File: src/rtl/multicycle_control_unit_pkg.sv
// ----------------------------------------------------------------------------
// multicycle_ctrl_pkg
// Shared encodings for the multicycle MIPS controller: FSM state codes,
// opcode/funct constants, ALU_Control codes, datapath mux selects and the
// ALU_Op codes passed from the FSM to the ALU decoder.
// No ports (package).
// ----------------------------------------------------------------------------
package multicycle_ctrl_pkg;

    typedef enum logic [3:0] {
        S_FETCH     = 4'd0,
        S_DECODE    = 4'd1,
        S_MEM_ADR   = 4'd2,
        S_MEM_READ  = 4'd3,
        S_MEM_WB    = 4'd4,
        S_MEM_WRITE = 4'd5,
        S_EXECUTE   = 4'd6,
        S_ALU_WB    = 4'd7,
        S_BRANCH    = 4'd8,
        S_ADDI_EXEC = 4'd9,
        S_ADDI_WB   = 4'd10,
        S_JUMP      = 4'd11,
        S_GPIO_WB   = 4'd12
    } state_t;

    // Opcodes (Instr[31:26])
    localparam logic [5:0] OP_RTYPE = 6'h00;
    localparam logic [5:0] OP_J     = 6'h02;
    localparam logic [5:0] OP_BEQ   = 6'h04;
    localparam logic [5:0] OP_BNE   = 6'h05;
    localparam logic [5:0] OP_ADDI  = 6'h08;
    localparam logic [5:0] OP_LW    = 6'h23;
    localparam logic [5:0] OP_SW    = 6'h2B;

    // R-type funct codes (Instr[5:0])
    localparam logic [5:0] FN_ADD = 6'h20;
    localparam logic [5:0] FN_SUB = 6'h22;
    localparam logic [5:0] FN_AND = 6'h24;
    localparam logic [5:0] FN_OR  = 6'h25;
    localparam logic [5:0] FN_SLT = 6'h2A;

    // ALU_Control codes
    localparam logic [2:0] ALUC_AND = 3'b000;
    localparam logic [2:0] ALUC_OR  = 3'b001;
    localparam logic [2:0] ALUC_ADD = 3'b010;
    localparam logic [2:0] ALUC_SUB = 3'b110;
    localparam logic [2:0] ALUC_SLT = 3'b111;

    // ALU_Op codes (FSM -> alu_decoder)
    localparam logic [1:0] ALUOP_ADD   = 2'b00;
    localparam logic [1:0] ALUOP_SUB   = 2'b01;
    localparam logic [1:0] ALUOP_FUNCT = 2'b10;

    // Mem_to_Reg selects
    localparam logic [1:0] M2R_ALUOUT = 2'b00;
    localparam logic [1:0] M2R_DATA   = 2'b01;
    localparam logic [1:0] M2R_GPIO   = 2'b10;

    // ALU_Src_B selects
    localparam logic [1:0] SRCB_REG     = 2'b00;
    localparam logic [1:0] SRCB_FOUR    = 2'b01;
    localparam logic [1:0] SRCB_IMM     = 2'b10;
    localparam logic [1:0] SRCB_IMM_SH2 = 2'b11;

    // PC_Src selects
    localparam logic [1:0] PCSRC_ALU    = 2'b00;
    localparam logic [1:0] PCSRC_ALUOUT = 2'b01;
    localparam logic [1:0] PCSRC_JUMP   = 2'b10;

    function automatic logic funct_is_valid(input logic [5:0] funct);
        return (funct == FN_ADD) || (funct == FN_SUB) || (funct == FN_AND) ||
               (funct == FN_OR)  || (funct == FN_SLT);
    endfunction

endpackage

File: src/rtl/multicycle_control_unit_if.sv
// ----------------------------------------------------------------------------
// multicycle_control_unit_if
// Controller <-> datapath bundle: instruction fields and Zero flow from the
// datapath into the controller, every datapath control strobe/select flows
// back out.
//   master : controller side (drives controls, samples Op/Funct/Zero)
//   slave  : datapath side
// ----------------------------------------------------------------------------
interface multicycle_control_unit_if;
    logic [5:0] Op;
    logic [5:0] Funct;
    logic       Zero;
    logic       PC_En;
    logic       I_or_D;
    logic       Mem_Write;
    logic       IR_Write;
    logic       Reg_Dst;
    logic [1:0] Mem_to_Reg;
    logic       Reg_Write;
    logic       ALU_Src_A;
    logic [1:0] ALU_Src_B;
    logic [2:0] ALU_Control;
    logic [1:0] PC_Src;

    modport master (
        input  Op, Funct, Zero,
        output PC_En, I_or_D, Mem_Write, IR_Write, Reg_Dst, Mem_to_Reg,
               Reg_Write, ALU_Src_A, ALU_Src_B, ALU_Control, PC_Src
    );

    modport slave (
        output Op, Funct, Zero,
        input  PC_En, I_or_D, Mem_Write, IR_Write, Reg_Dst, Mem_to_Reg,
               Reg_Write, ALU_Src_A, ALU_Src_B, ALU_Control, PC_Src
    );
endinterface

File: src/rtl/multicycle_control_unit_alu_decoder.sv
// ----------------------------------------------------------------------------
// alu_decoder
// Maps the FSM's ALU_Op plus the instruction funct field to ALU_Control.
//   alu_op      in  2  00 ADD, 01 SUB, 10 decode from funct
//   funct       in  6  Instr[5:0]
//   alu_control out 3  ALU operation code
//   funct_valid out 1  funct is one of the supported R-type operations
// funct_valid ignores alu_op so DECODE can classify R-type legality while
// the ALU is busy computing the branch target.
// ----------------------------------------------------------------------------
module alu_decoder
    import multicycle_ctrl_pkg::*;
(
    input  logic [1:0] alu_op,
    input  logic [5:0] funct,
    output logic [2:0] alu_control,
    output logic       funct_valid
);

    always_comb begin
        alu_control = ALUC_ADD;
        funct_valid = funct_is_valid(funct);
        case (alu_op)
            ALUOP_ADD: alu_control = ALUC_ADD;
            ALUOP_SUB: alu_control = ALUC_SUB;
            ALUOP_FUNCT: begin
                case (funct)
                    FN_ADD:  alu_control = ALUC_ADD;
                    FN_SUB:  alu_control = ALUC_SUB;
                    FN_AND:  alu_control = ALUC_AND;
                    FN_OR:   alu_control = ALUC_OR;
                    FN_SLT:  alu_control = ALUC_SLT;
                    default: alu_control = ALUC_AND;
                endcase
            end
            default: alu_control = ALUC_ADD;
        endcase
    end

endmodule

File: src/rtl/multicycle_control_unit.sv
// ----------------------------------------------------------------------------
// multicycle_control_unit
// Moore controller for the 32-bit multicycle MIPS datapath. One instruction
// in flight; FETCH/DECODE then an opcode-specific execute/writeback path.
//   clk          in   system clock, rising edge
//   reset        in   asynchronous active-low reset
//   ctrl         if   master side of multicycle_control_unit_if
//   state_o      out  current FSM state (debug)
//   illegal_op_o out  sticky flag: unsupported Op/Funct was decoded
//
// state       | meaning
// 0 FETCH     | IR <- Mem[PC], PC <- PC+4
// 1 DECODE    | branch target -> ALU_Out, dispatch on Op
// 2 MEM_ADR   | A + SignImm address for lw/sw
// 3 MEM_READ  | read data memory at ALU_Out
// 4 MEM_WB    | rt <- Data
// 5 MEM_WRITE | Mem[ALU_Out] <- B
// 6 EXECUTE   | R-type A op B
// 7 ALU_WB    | rd <- ALU_Out
// 8 BRANCH    | A - B compare, PC <- ALU_Out if taken
// 9 ADDI_EXEC | A + SignImm
// 10 ADDI_WB  | rt <- ALU_Out
// 11 JUMP     | PC <- jump target
// 12 GPIO_WB  | rt <- {24'b0, GPIO_i}
// ----------------------------------------------------------------------------
module multicycle_control_unit
    import multicycle_ctrl_pkg::*;
#(
    parameter int         STATE_WIDTH = 4,
    parameter logic [5:0] GPIO_IN_OP  = 6'h3F
) (
    input  logic                        clk,
    input  logic                        reset,
    multicycle_control_unit_if.master   ctrl,
    output logic [STATE_WIDTH-1:0]      state_o,
    output logic                        illegal_op_o
);

    state_t     state_q;
    state_t     state_d;
    logic       set_illegal;

    logic       pc_write;
    logic       branch;
    logic       i_or_d;
    logic       mem_write;
    logic       ir_write;
    logic       reg_dst;
    logic [1:0] mem_to_reg;
    logic       reg_write;
    logic       alu_src_a;
    logic [1:0] alu_src_b;
    logic [1:0] pc_src;
    logic [1:0] alu_op;
    logic       alu_use;

    logic [2:0] dec_alu_control;
    logic       funct_valid;
    logic       is_bne;

    alu_decoder u_alu_decoder (
        .alu_op      (alu_op),
        .funct       (ctrl.Funct),
        .alu_control (dec_alu_control),
        .funct_valid (funct_valid)
    );

    always_ff @(posedge clk or negedge reset) begin
        if (!reset) begin
            state_q      <= S_FETCH;
            illegal_op_o <= 1'b0;
        end else begin
            state_q <= state_d;
            if (set_illegal) begin
                illegal_op_o <= 1'b1;
            end
        end
    end

    always_comb begin
        state_d     = S_FETCH;
        set_illegal = 1'b0;
        pc_write    = 1'b0;
        branch      = 1'b0;
        i_or_d      = 1'b0;
        mem_write   = 1'b0;
        ir_write    = 1'b0;
        reg_dst     = 1'b0;
        mem_to_reg  = M2R_ALUOUT;
        reg_write   = 1'b0;
        alu_src_a   = 1'b0;
        alu_src_b   = SRCB_REG;
        pc_src      = PCSRC_ALU;
        alu_op      = ALUOP_ADD;
        alu_use     = 1'b0;

        case (state_q)
            S_FETCH: begin
                alu_src_b = SRCB_FOUR;
                alu_use   = 1'b1;
                ir_write  = 1'b1;
                pc_write  = 1'b1;
                state_d   = S_DECODE;
            end
            S_DECODE: begin
                alu_src_b = SRCB_IMM_SH2;
                alu_use   = 1'b1;
                // GPIO_IN_OP is a parameter, so test it first in case it is
                // ever overridden onto a standard opcode.
                if (ctrl.Op == GPIO_IN_OP) begin
                    state_d = S_GPIO_WB;
                end else if (ctrl.Op == OP_LW || ctrl.Op == OP_SW) begin
                    state_d = S_MEM_ADR;
                end else if (ctrl.Op == OP_RTYPE && funct_valid) begin
                    state_d = S_EXECUTE;
                end else if (ctrl.Op == OP_BEQ || ctrl.Op == OP_BNE) begin
                    state_d = S_BRANCH;
                end else if (ctrl.Op == OP_ADDI) begin
                    state_d = S_ADDI_EXEC;
                end else if (ctrl.Op == OP_J) begin
                    state_d = S_JUMP;
                end else begin
                    state_d     = S_FETCH;
                    set_illegal = 1'b1;
                end
            end
            S_MEM_ADR: begin
                alu_src_a = 1'b1;
                alu_src_b = SRCB_IMM;
                alu_use   = 1'b1;
                state_d   = (ctrl.Op == OP_SW) ? S_MEM_WRITE : S_MEM_READ;
            end
            S_MEM_READ: begin
                i_or_d  = 1'b1;
                state_d = S_MEM_WB;
            end
            S_MEM_WB: begin
                mem_to_reg = M2R_DATA;
                reg_write  = 1'b1;
                state_d    = S_FETCH;
            end
            S_MEM_WRITE: begin
                i_or_d    = 1'b1;
                mem_write = 1'b1;
                state_d   = S_FETCH;
            end
            S_EXECUTE: begin
                alu_src_a = 1'b1;
                alu_op    = ALUOP_FUNCT;
                alu_use   = 1'b1;
                state_d   = S_ALU_WB;
            end
            S_ALU_WB: begin
                reg_dst   = 1'b1;
                reg_write = 1'b1;
                state_d   = S_FETCH;
            end
            S_BRANCH: begin
                alu_src_a = 1'b1;
                alu_op    = ALUOP_SUB;
                alu_use   = 1'b1;
                pc_src    = PCSRC_ALUOUT;
                branch    = 1'b1;
                state_d   = S_FETCH;
            end
            S_ADDI_EXEC: begin
                alu_src_a = 1'b1;
                alu_src_b = SRCB_IMM;
                alu_use   = 1'b1;
                state_d   = S_ADDI_WB;
            end
            S_ADDI_WB: begin
                reg_write = 1'b1;
                state_d   = S_FETCH;
            end
            S_JUMP: begin
                pc_src   = PCSRC_JUMP;
                pc_write = 1'b1;
                state_d  = S_FETCH;
            end
            S_GPIO_WB: begin
                mem_to_reg = M2R_GPIO;
                reg_write  = 1'b1;
                state_d    = S_FETCH;
            end
            default: begin
                // Encodings 13-15: recover to FETCH with all controls idle.
                state_d = S_FETCH;
            end
        endcase
    end

    assign is_bne = (ctrl.Op == OP_BNE);

    // Controls are held at zero for as long as reset is low, even though
    // state is already FETCH, so nothing strobes into the datapath.
    assign ctrl.PC_En       = reset & (pc_write | (branch & (ctrl.Zero ^ is_bne)));
    assign ctrl.I_or_D      = reset & i_or_d;
    assign ctrl.Mem_Write   = reset & mem_write;
    assign ctrl.IR_Write    = reset & ir_write;
    assign ctrl.Reg_Dst     = reset & reg_dst;
    assign ctrl.Mem_to_Reg  = reset ? mem_to_reg : 2'b00;
    assign ctrl.Reg_Write   = reset & reg_write;
    assign ctrl.ALU_Src_A   = reset & alu_src_a;
    assign ctrl.ALU_Src_B   = reset ? alu_src_b : 2'b00;
    assign ctrl.ALU_Control = (reset && alu_use) ? dec_alu_control : 3'b000;
    assign ctrl.PC_Src      = reset ? pc_src : 2'b00;

    assign state_o = STATE_WIDTH'(state_q);

endmodule

File: src/flat_wrapper.sv
// flat-port wrapper written by rule: the top's interface ports become plain ports
module multicycle_control_unit_flat import multicycle_ctrl_pkg::*;
#(
    parameter int         STATE_WIDTH = 4,
    parameter logic [5:0] GPIO_IN_OP  = 6'h3F
)
  (clk, reset, state_o, illegal_op_o, ctrl_Op, ctrl_Funct, ctrl_Zero, ctrl_PC_En, ctrl_I_or_D, ctrl_Mem_Write, ctrl_IR_Write, ctrl_Reg_Dst, ctrl_Mem_to_Reg, ctrl_Reg_Write, ctrl_ALU_Src_A, ctrl_ALU_Src_B, ctrl_ALU_Control, ctrl_PC_Src);
  multicycle_control_unit_if ctrl_i ();
  input  logic clk;
  input  logic reset;
  output logic [STATE_WIDTH-1:0] state_o;
  output logic illegal_op_o;
  input wire logic [$bits(ctrl_i.Op)-1:0] ctrl_Op;
  input wire logic [$bits(ctrl_i.Funct)-1:0] ctrl_Funct;
  input wire logic [$bits(ctrl_i.Zero)-1:0] ctrl_Zero;
  output wire logic [$bits(ctrl_i.PC_En)-1:0] ctrl_PC_En;
  output wire logic [$bits(ctrl_i.I_or_D)-1:0] ctrl_I_or_D;
  output wire logic [$bits(ctrl_i.Mem_Write)-1:0] ctrl_Mem_Write;
  output wire logic [$bits(ctrl_i.IR_Write)-1:0] ctrl_IR_Write;
  output wire logic [$bits(ctrl_i.Reg_Dst)-1:0] ctrl_Reg_Dst;
  output wire logic [$bits(ctrl_i.Mem_to_Reg)-1:0] ctrl_Mem_to_Reg;
  output wire logic [$bits(ctrl_i.Reg_Write)-1:0] ctrl_Reg_Write;
  output wire logic [$bits(ctrl_i.ALU_Src_A)-1:0] ctrl_ALU_Src_A;
  output wire logic [$bits(ctrl_i.ALU_Src_B)-1:0] ctrl_ALU_Src_B;
  output wire logic [$bits(ctrl_i.ALU_Control)-1:0] ctrl_ALU_Control;
  output wire logic [$bits(ctrl_i.PC_Src)-1:0] ctrl_PC_Src;
  assign ctrl_i.Op = ctrl_Op;
  assign ctrl_i.Funct = ctrl_Funct;
  assign ctrl_i.Zero = ctrl_Zero;
  assign ctrl_PC_En = ctrl_i.PC_En;
  assign ctrl_I_or_D = ctrl_i.I_or_D;
  assign ctrl_Mem_Write = ctrl_i.Mem_Write;
  assign ctrl_IR_Write = ctrl_i.IR_Write;
  assign ctrl_Reg_Dst = ctrl_i.Reg_Dst;
  assign ctrl_Mem_to_Reg = ctrl_i.Mem_to_Reg;
  assign ctrl_Reg_Write = ctrl_i.Reg_Write;
  assign ctrl_ALU_Src_A = ctrl_i.ALU_Src_A;
  assign ctrl_ALU_Src_B = ctrl_i.ALU_Src_B;
  assign ctrl_ALU_Control = ctrl_i.ALU_Control;
  assign ctrl_PC_Src = ctrl_i.PC_Src;
  multicycle_control_unit #(.STATE_WIDTH(STATE_WIDTH), .GPIO_IN_OP(GPIO_IN_OP)) u_core (.clk(clk), .reset(reset), .ctrl(ctrl_i), .state_o(state_o), .illegal_op_o(illegal_op_o));
endmodule
File: config.mk
export PLATFORM = sky130hd
export DESIGN_NAME = multicycle_control_unit_flat
export DESIGN_NICKNAME = d
export VERILOG_FILES = /design/src/rtl/multicycle_control_unit_pkg.sv /design/src/rtl/multicycle_control_unit_if.sv /design/src/rtl/multicycle_control_unit_alu_decoder.sv /design/src/rtl/multicycle_control_unit.sv /design/src/flat_wrapper.sv
export SDC_FILE = /design/constraint.sdc
export NUM_CORES = 1
export LEC_CHECK = 0
export CAP_MARGIN = 30
export CORE_MARGIN = 1
export CORE_UTILIZATION = 40
export CTS_BUF_LIST = sky130_fd_sc_hd__clkbuf_2 sky130_fd_sc_hd__clkbuf_4 sky130_fd_sc_hd__clkbuf_8
export CTS_CLUSTER_SIZE = 16
export DETAILED_ROUTE_END_ITERATION = 12
export GPL_TIMING_DRIVEN = 0
export PLACE_DENSITY = 0.88
export SLEW_MARGIN = 40
export SYNTH_ARGS = -nofsm -noshare
export SYNTH_HDL_FRONTEND = slang
export SYNTH_SLANG_ARGS = --single-unit
File: constraint.sdc
create_clock -name clk -period 2.7 [get_ports clk]
set_clock_uncertainty 0.1 [all_clocks]
set_input_delay 0.54 -clock clk [delete_from_list [all_inputs] [get_ports clk]]
set_output_delay 0.54 -clock clk [all_outputs]
set_load 0.005 [all_outputs]
======== After elaboration in Yosys (flattened, before gate mapping) ========
Cells that the tools add are included.
cells by class
  equal/unequal tests ..................... 26
  mux-type cells .......................... 34
  bitwise logic cells ..................... 10
  reduce and logical (&&, ||, !) cells .... 16
operators by type and width
  operator              number
  $eq A6 B6 Y1 const B  8
  $mux W4               6
  $pmux W4 S6           1
  $eq A4 B4 Y1 const B  5
  $eq A4 B3 Y1 const B  4
  $mux W1               16
  $eq A6 B3 Y1 const B  2
  $pmux W2 S2           3
  $pmux W3 S4           1
  $and A1 B1 Y1         8
  $eq A4 B2 Y1 const B  2
  $reduce_or A4 Y1      2
  $eq A6 B2 Y1 const B  1
  $eq A6 B4 Y1 const B  1
  $logic_not A6 Y1      1
  $logic_or A1 B1 Y1    6
  $mux W2               3
  $mux W3               2
  $pmux W2 S3           1
  $pmux W3 S2           1
  $reduce_or A2 Y1      3
  $reduce_or A6 Y1      1
  $eq A4 B1 Y1 const B  1
  $logic_not A4 Y1      1
  5 further kinds       6
word-level totals
  register bits after elaboration ......... 5
  bits of input ports ..................... 15
  output and inout port bits .............. 21
  logic and storage cells ................. 88

======== Depth between registers and ports, before layout ========
Gate-level depths: netlist (run 1).
  depth after elaboration ................. 10
  mapped depth ............................ 8
  mapped depth without buffers ............ 8

======== Cells and area by module ========
From an unflattened synthesis (run 1), not the netlist that was laid out.
unflattened totals
  cells, all modules ...................... 95
  area, all modules ....................... 738.2 um2
by module, submodules not included
  module                   instances  cells an instance  area an instance (um2)  seq. area each (um2)
  multicycle_control_unit  1          79                 599.3                   125.1
  alu_decoder              1          16                 138.9                   0.0

======== Least setup slack after synthesis (run 1) ========
Ideal clock, no wire load.
  kind .................................... register -> output
  start point ............................. reg u_core.state_q[0], in the netlist u_core.state_o[0]
  end point ............................... out ctrl_ALU_Control[2]
  arrival ................................. 1.616 ns
  data required time ...................... 2.060 ns
  setup slack ............................. 0.444 ns
  cell stages (with the launch flop) ...... 9
  path buffers ............................ 1
  path through ............................ dfrtp_1 -> buf_2 -> or3_1 -> inv_1 -> ha_1 -> nand2_1 -> nor3_1 -> a21oi_1 -> nor3_1
on the way
  longest elaborated chain between the ends .. 5
  elaborated cells between the ends (all ways) .. 14
  classes of those cells .................. eq/ne: 7; mux: 4; reduce/logical: 3
ends and longest elaborated chain
  element                                             RTL line                                                                   source
  start, declared                                     multicycle_control_unit.sv:39                                              state_t state_q;
  start signal, assigned                              multicycle_control_unit.sv:73                                              state_q <= state_d;
  $eq A4 B4 Y1, or another cell as far along          multicycle_control_unit.sv:97                                              case (state_q)
  $pmux W2 S2 or $reduce_or A6 Y1 (tied branches)     n/a
  $eq A2 B2 Y1, or another cell as far along          multicycle_control_unit_alu_decoder.sv:23                                  case (alu_op)
  $pmux W3 S2 or $logic_and A1 B1 Y1 (tied branches)  multicycle_control_unit_alu_decoder.sv:23, multicycle_control_unit.sv:206
  $mux W3 *                                           multicycle_control_unit.sv:206                                             assign ctrl.ALU_Control = (reset && alu_use) ? dec_alu_control : 3'b000;
  end, declared                                       flat_wrapper.sv:25                                                         output wire logic [$bits(ctrl_i.ALU_Control)-1:0] ctrl_ALU_Control;
Mark *: on every way between the ends. The rest lies on a longest branch, timed or not.

======== Worst setup path after layout (run 1) ========
  start point ............................. in ctrl_Op[4]
  end point ............................... out ctrl_PC_En
on the way
  longest elaborated chain between the ends .. 5
ends and longest elaborated chain
  element          RTL line                        source
  start, declared  flat_wrapper.sv:13              input wire logic [$bits(ctrl_i.Op)-1:0] ctrl_Op;
  $eq A6 B3 Y1     multicycle_control_unit.sv:193  assign is_bne = (ctrl.Op == OP_BNE);
  $xor A1 B1 Y1    multicycle_control_unit.sv:197  assign ctrl.PC_En = reset & (pc_write | (branch & (ctrl.Zero ^ is_bne)));
  $and A1 B1 Y1    multicycle_control_unit.sv:197
  $or A1 B1 Y1     multicycle_control_unit.sv:197
  $and A1 B1 Y1    multicycle_control_unit.sv:197
  end, declared    flat_wrapper.sv:16              output wire logic [$bits(ctrl_i.PC_En)-1:0] ctrl_PC_En;
No other way between the ends.

==> results of run 1 <==
[cell families after synthesis]
| kind of cell | synth area share (%) |
|---|---|
| xor gates and xnor gates | 3.93 |
| adders and majority gates | 3.74 |
| and+or+nand+nor | 46.4 |
| AOI/OAI and AO/OA | 18.1 |
| buffers and inverters | 6.17 |
| DFF | 18.7 |
| muxes | 2.99 |
[per-layer routing]
layer / wire, um / part of all wire, %
met5: 0 / 0
met4: 157 / 5.2
met3: 228 / 7.5
met2: 1550 / 51
met1: 1110 / 36
[synth_stat cells]
cell type	instances
a211o_1	1
o311ai_1	1
and3_1	2
and2_1	1
buf_2	3
a221oi_1	1
dfrtp_1	5
a211oi_1	1
nand2b_1	5
nor3_2	1
o21ai_0	3
ha_1	2
o41ai_1	1
nand2_1	9
nor4_1	2
nor3b_1	1
inv_1	5
nor2_2	1
xnor2_1	1
o21ai_1	2
o211a_1	1
xor2_1	2
nor2_1	15
or3_1	1
nor3_1	11
a31oi_1	1
a2111oi_2	1
a21oi_1	3
o31ai_1	1
nor4bb_1	1
nor2b_1	3
buf_4	1
nand4_1	1
and4bb_1	1
mux2i_1	2
nand3_1	5
[what timing repair did]
action	in CTS	in global routing
endpoints found under the setup margin	13	7
setup buffers	4	5
pin swaps	4	7
gates resized for setup	26	28
[registers in the layout, indices dropped and copies added, names as in the netlist]
| register | cells |
|---|---|
| u_core.illegal_op_o | 1 |
| u_core.state_o | 4 |
[area by class of cell]
type | count | area [um2] | share of cell area, %
buffer | 4 | 35.0 | 2.81
clock buffer | 4 | 30.0 | 2.41
inverter | 5 | 18.8 | 1.50
multi-input combinational | 84 | 617 | 49.4
sequential | 5 | 126 | 10.1
tap | 16 | 20.0 | 1.60
timing repair buffer | 44 | 400 | 32.1
[worst max path at each step]
stage                 startpoint  cells past startpoint                  end
3_5_place_dp               reset                      5           ctrl_PC_En
6_report              ctrl_Op[4]                      7           ctrl_PC_En
5_1_grt        u_core.state_o[3]                     10  ctrl_ALU_Control[1]
4_1_cts               ctrl_Op[0]                      6           ctrl_PC_En
2_1_floorplan  u_core.state_o[0]                      8  ctrl_ALU_Control[2]
3_3_place_gp               reset                      5           ctrl_PC_En
[through the flow]
step / area, um2 / setup TNS [ns] / setup slack [ns]
floorplan: 669 / 0 / 0.444
global placement: 1040 / -1.65 / -0.344
detailed placement: 1040 / -2.00 / -0.387
CTS: 1130 / 0 / 0.00212
global route: 1250 / -0.301 / -0.114
finish: 1250 / -0.113 / -0.0439
[layout by cell type (no fill, tap or decap), types with 2 or more instances in the layout]
cell type,instances
clkdlybuf4s50_1,24
nor2_1,15
buf_4,10
nand2_1,8
nor3_1,7
nand3_1,5
buf_2,4
nor3_2,4
o21ai_1,4
clkbuf_4,4
dfrtp_1,4
inv_1,3
nand2b_1,3
nor2b_1,3
dlygate4sd2_1,3
buf_6,2
nand2b_4,2
inv_2,2
xor2_1,2
and3_1,2
mux2i_1,2
a21oi_1,2
ha_4,2
dlymetal6s2s_1,2
[worst reg2reg max path, delay by kind of cell (launching register included)]
family                 cells  cell delay, ns
buffers and inverters      3            0.48
DFF                        1            0.41
AOI/OAI and AO/OA          1            0.28
and+or+nand+nor            2            0.19
[where the power goes]
part | internal (mW) | total, mW | switching, mW
clock network | 0.0666 | 0.108 | 0.0415
logic | 0.271 | 0.565 | 0.294
registers | 0.0950 | 0.118 | 0.0232
total | 0.432 | 0.791 | 0.359
==> impl_metrics.json, run 1 <==
{
  "avgRoutedWirePerCell_um": 18.8,
  "final_util_pct": 80.9,
  "synth.yosys.seq_area_share_pct": 18.7,
  "dpl.hpwl_mm": 1.53,
  "hold_violations": 0,
  "place.gp.congestion": 0.847,
  "ir_drop_mv": 0.397,
  "grt_usage_pct": 26.8,
  "placedCellCount": 149,
  "path_buf_inv": 2,
  "syn_nets": 115,
  "ctsRootBufferMaster": "clkbuf_4",
  "core_area_um2": 1540,
  "via_count": 1044,
  "clkTransAtPathRegs_ns": 0.06,
  "grt_overflow": 0,
  "grt_max_degree": 14,
  "crit_fanout": 5,
  "cts_max_path_buffers": 2,
  "htree_levels": 1,
  "endpoint_kind": "primary output",
  "power.static_leakage_nw": 0.546,
  "synth_warnings": 0,
  "synth_cells": 98,
  "start_kind": "input port",
  "hold_class": "input port to async pin",
  "netlist_area_um2": 669,
  "timing.rr.end": "u_core.illegal_op_o",
  "grt.met2_usage_pct": 47.9,
  "maxSlewHeadroom_pct": 68.8,
  "period_share_pct": 102,
  "drtAntennaViolNets": 0,
  "nNetsFinal": 164,
  "r2r_start": "u_core.state_o[3]",
  "nFillCells": 104,
  "drt_iter0_drc": 27,
  "drc": 0,
  "antenna_found_initial": 0,
  "cp_data_arrival_time_ns": 2.10,
  "grtUsageMet1_pct": 30.5,
  "maxClockFrequency_mhz": 364,
  "report.final.slew_viol_count": 0,
  "initial_utilization_pct": 43.4,
  "grt_pass1_vias": 923,
  "setup_viol_count_final": 3,
  "ys_ff_latch": 5,
  "grt_use_met3_pct": 4.26,
  "tightest_slew_ns": 0.462,
  "die_area_um2": 1840,
  "period_minus_slack_ns": 2.74,
  "top_usage_layer": "met2",
  "cts_made_buffers": 3,
  "syn2layout_area_growth_pct": 86.4,
  "cts.sinks": 5,
  "max_stage_delay_ns": 0.49,
  "boundaryPins": 36,
  "insertion_delay_ns": 0.25,
  "status": "finished, violations left",
  "total_power_uw": 791,
  "layout-drive-gt1-share_pct": 28.8,
  "worstSetupPathType": "input port to primary output",
  "violations": "setup timing",
  "rsz0062_at_grt": "true",
  "synth.distinct_cells": 36,
  "io_buffers": 35,
  "synth.top_cell.area_share_pct": 18.7,
  "yosys.area.top_type": "dfrtp_1",
  "rows": 14,
  "finalWorstSetupSlack_ns": -0.0439,
  "worst_hold_slack_ns": 0.146,
  "antenna_cells": 0,
  "yosys-top-cells-area": "dfrtp_1 (19%), nor2_1 (8.4%), nor3_1 (8.2%)",
  "drt_pre_antenna_iters": 4,
  "crit_family": "buffers and inverters",
  "r2r_cells": 6,
  "avgSynthCellArea_um2": 6.83,
  "required_ns": 2.06,
  "tritoncts": "yes",
  "crit_path_top_delay_cell": "clkdlybuf4s50_1",
  "die_width_um": 42.9,
  "ctsHoldBuffers": 0,
  "finalNonFillerCells": 162,
  "die_h_um": 42.9,
  "viasPerCell": 6.44,
  "wl_mm": 3.04,
  "cap_violations": 0,
  "grt_pass1_wl_mm": 3.84,
  "p_per_area_nw_per_um2": 634,
  "path_cells": "clkdlybuf4s15_1 -> nor3_2 -> nand2b_1 -> nor2_1 -> xor2_1 -> a211o_1 -> clkdlybuf4s50_1",
  "rrSetupSlack_ns": 1.14
}
Power figures use the tool's default switching activity.
==> run 2: changes to the inputs <==
--- a/config.mk
+++ b/config.mk
@@ -5,7 +5,6 @@
 export SDC_FILE = /design/constraint.sdc
 export NUM_CORES = 1
 export LEC_CHECK = 0
-export CAP_MARGIN = 30
 export CORE_MARGIN = 1
 export CORE_UTILIZATION = 40
 export CTS_BUF_LIST = sky130_fd_sc_hd__clkbuf_2 sky130_fd_sc_hd__clkbuf_4 sky130_fd_sc_hd__clkbuf_8
==> results of run 2 <==
The final DEF is identical to that of run 1; final timing and power are the same.
==> run 3: changes to the inputs <==
--- a/config.mk
+++ b/config.mk
@@ -12,6 +12,8 @@
 export DETAILED_ROUTE_END_ITERATION = 12
 export GPL_TIMING_DRIVEN = 0
 export PLACE_DENSITY = 0.88
+export SETUP_SLACK_MARGIN = 0.15
+export SKIP_CTS_REPAIR_TIMING = 1
 export SLEW_MARGIN = 40
 export SYNTH_ARGS = -nofsm -noshare
 export SYNTH_HDL_FRONTEND = slang
==> run 3 against run 2 <==
The flow still finishes with violations (setup timing). Sequential share of layout area about the same. Setup slack got worse by 0.23 ns. Die area stayed put. Register-to-register slack got worse by 0.03 ns. Global-route usage fell by 4.3 points. Total power fell by 0.90%. Sequential power barely moved. Largest cell class unchanged.
==> impl_metrics.json, run 3 (synthesis results as in run 1) <==
{
  "place_ws_ns": -0.387,
  "fin_area_um2": 1260,
  "rows": 14,
  "wl_met3_um": 226,
  "timing.rr.end": "u_core.state_o[1]",
  "io_buffers": 35,
  "die_width_um": 42.9,
  "grt_usage_pct": 22.5,
  "cap_violations": 0,
  "crit_fanout": 5,
  "clkTransAtPathRegs_ns": 0.06,
  "hold_class": "input port to async pin",
  "r2r_start": "u_core.state_o[2]",
  "cts_made_buffers": 3,
  "grt_pass1_vias": 804,
  "maxClockFrequency_mhz": 336,
  "antenna_found_initial": 0,
  "core_area_um2": 1540,
  "nFillCells": 97,
  "rrSetupSlack_ns": 1.11,
  "ir_drop_mv": 0.471,
  "setup_viol_count_final": 3,
  "place.gp.congestion": 0.847,
  "nNetsFinal": 164,
  "wl_met1_mm": 1.11,
  "rsz0062_at_grt": "true",
  "drt_iter0_drc": 67,
  "worstSetupPathType": "flip-flop to primary output",
  "die_h_um": 42.9,
  "dr_wl_met2_mm": 1.52,
  "insertion_delay_ns": 0.26,
  "tns_ns": -0.516,
  "grt_overflow": 0,
  "viasPerCell": 6.36,
  "tightest_slew_ns": 0.529,
  "drtAntennaViolNets": 0,
  "cts_max_path_buffers": 2,
  "report.final.slew_viol_count": 0,
  "required_ns": 2.06,
  "final_util_pct": 81.8,
  "syn2layout_area_growth_pct": 88.4,
  "boundaryPins": 36,
  "drc": 0,
  "start_kind": "flip-flop",
  "ctsRootBufferMaster": "clkbuf_4",
  "drt_pre_antenna_iters": 4,
  "max_stage_delay_ns": 0.44,
  "mostFrequentLayoutCells": "clkdlybuf4s50_1 (21), nor2_1 (14), buf_4 (10), dlymetal6s2s_1 (9), nor3_1 (8)",
  "highest_layer": "met4",
  "finalWorstSetupSlack_ns": -0.276,
  "endpoint_kind": "primary output",
  "period_share_pct": 110,
  "die_area_um2": 1840,
  "via_count": 1030,
  "final_common_cell": "clkdlybuf4s50_1",
  "tritoncts": "yes",
  "critPathLaunch": "u_core.state_o[3]",
  "initial_utilization_pct": 43.4,
  "crit_end": "ctrl_ALU_Control[2]",
  "dpl.hpwl_mm": 1.53,
  "cts.sinks": 5,
  "p_per_area_nw_per_um2": 622,
  "grt_max_degree": 14,
  "path_cells": "nand2b_4 -> or3_4 -> inv_2 -> ha_4 -> nand2_4 -> nor3_4 -> buf_4 -> a21oi_2 -> nor3_2 -> buf_2",
  "hold_violations": 0,
  "power.static_leakage_nw": 0.635,
  "largest_reg_flops": 4,
  "grt_pass1_wl_mm": 3.31,
  "crit_path_top_delay_cell": "dfrtp_2",
  "maxSlewHeadroom_pct": 64.2,
  "avgRoutedWirePerCell_um": 18.6,
  "status": "finished, violations left",
  "r2r_cells": 5,
  "period_minus_slack_ns": 2.98,
  "violations": "setup timing",
  "antenna_cells": 0,
  "dpl_cell_area_um2": 1040,
  "cp_data_arrival_time_ns": 2.34,
  "layout-drive-gt1-share_pct": 30.1,
  "htree_levels": 1,
  "wl_mm": 3.02
}
-- run 3: worst max-delay path: cells and delay by family (launching register included) --
family / cells / cell delay [ns]
buffers and inverters: 3 / 0.37
AO/OA/AOI/OAI: 1 / 0.06
AND/OR/NAND/NOR: 5 / 1.08
adder cells (fa/ha/maj): 1 / 0.13
flip-flops: 1 / 0.44
-- run 3: where the power goes --
group          internal, mW  switching, mW  total (mW)  leakage, nW
Combinational         0.265          0.295       0.560        0.558
Sequential           0.0956         0.0230       0.119       0.0585
Clock                0.0665         0.0389       0.105       0.0184
-- run 3: final cells by class --
class	count	area, um2	share of cell area, %
plain buffers	4	31.3	2.48
inverters	5	18.8	1.49
multi-input cells	84	618	49.0
repair buffers	44	415	32.9
flip-flops and latches	5	128	10.1
well taps	16	20.0	1.59
clock buffers	4	30.0	2.38
-- run 3: stage by stage --
stage	power (mW)	std cells	hold WS, ns
2_1_floorplan	0.336	98	0.144
3_3_place_gp	0.519	149	0.363
3_5_place_dp	0.529	149	0.386
4_1_cts	0.628	153	0.397
5_1_grt	0.822	162	0.0585
6_report	0.784	162	0.0480
-- run 3: worst min path at each step --
| stage | from | to | cells after the start |
|---|---|---|---|
| after floorplan | reset | u_core.illegal_op_o | 0 |
| after global placement | u_core.illegal_op_o | u_core.illegal_op_o | 2 |
| after detailed placement | u_core.illegal_op_o | u_core.illegal_op_o | 2 |
| after CTS | u_core.illegal_op_o | u_core.illegal_op_o | 2 |
| after global routing | reset | u_core.state_o[1] | 1 |
| final | reset | u_core.state_o[1] | 1 |
-- run 3: metal layers --
metal / GRT usage, % / vias to the layer above
met1: 27.2 / 482
met2: 41.2 / 80
met5: 0 / -
met4: 5.63 / 0
li1: - / 451
met3: 2.98 / 17
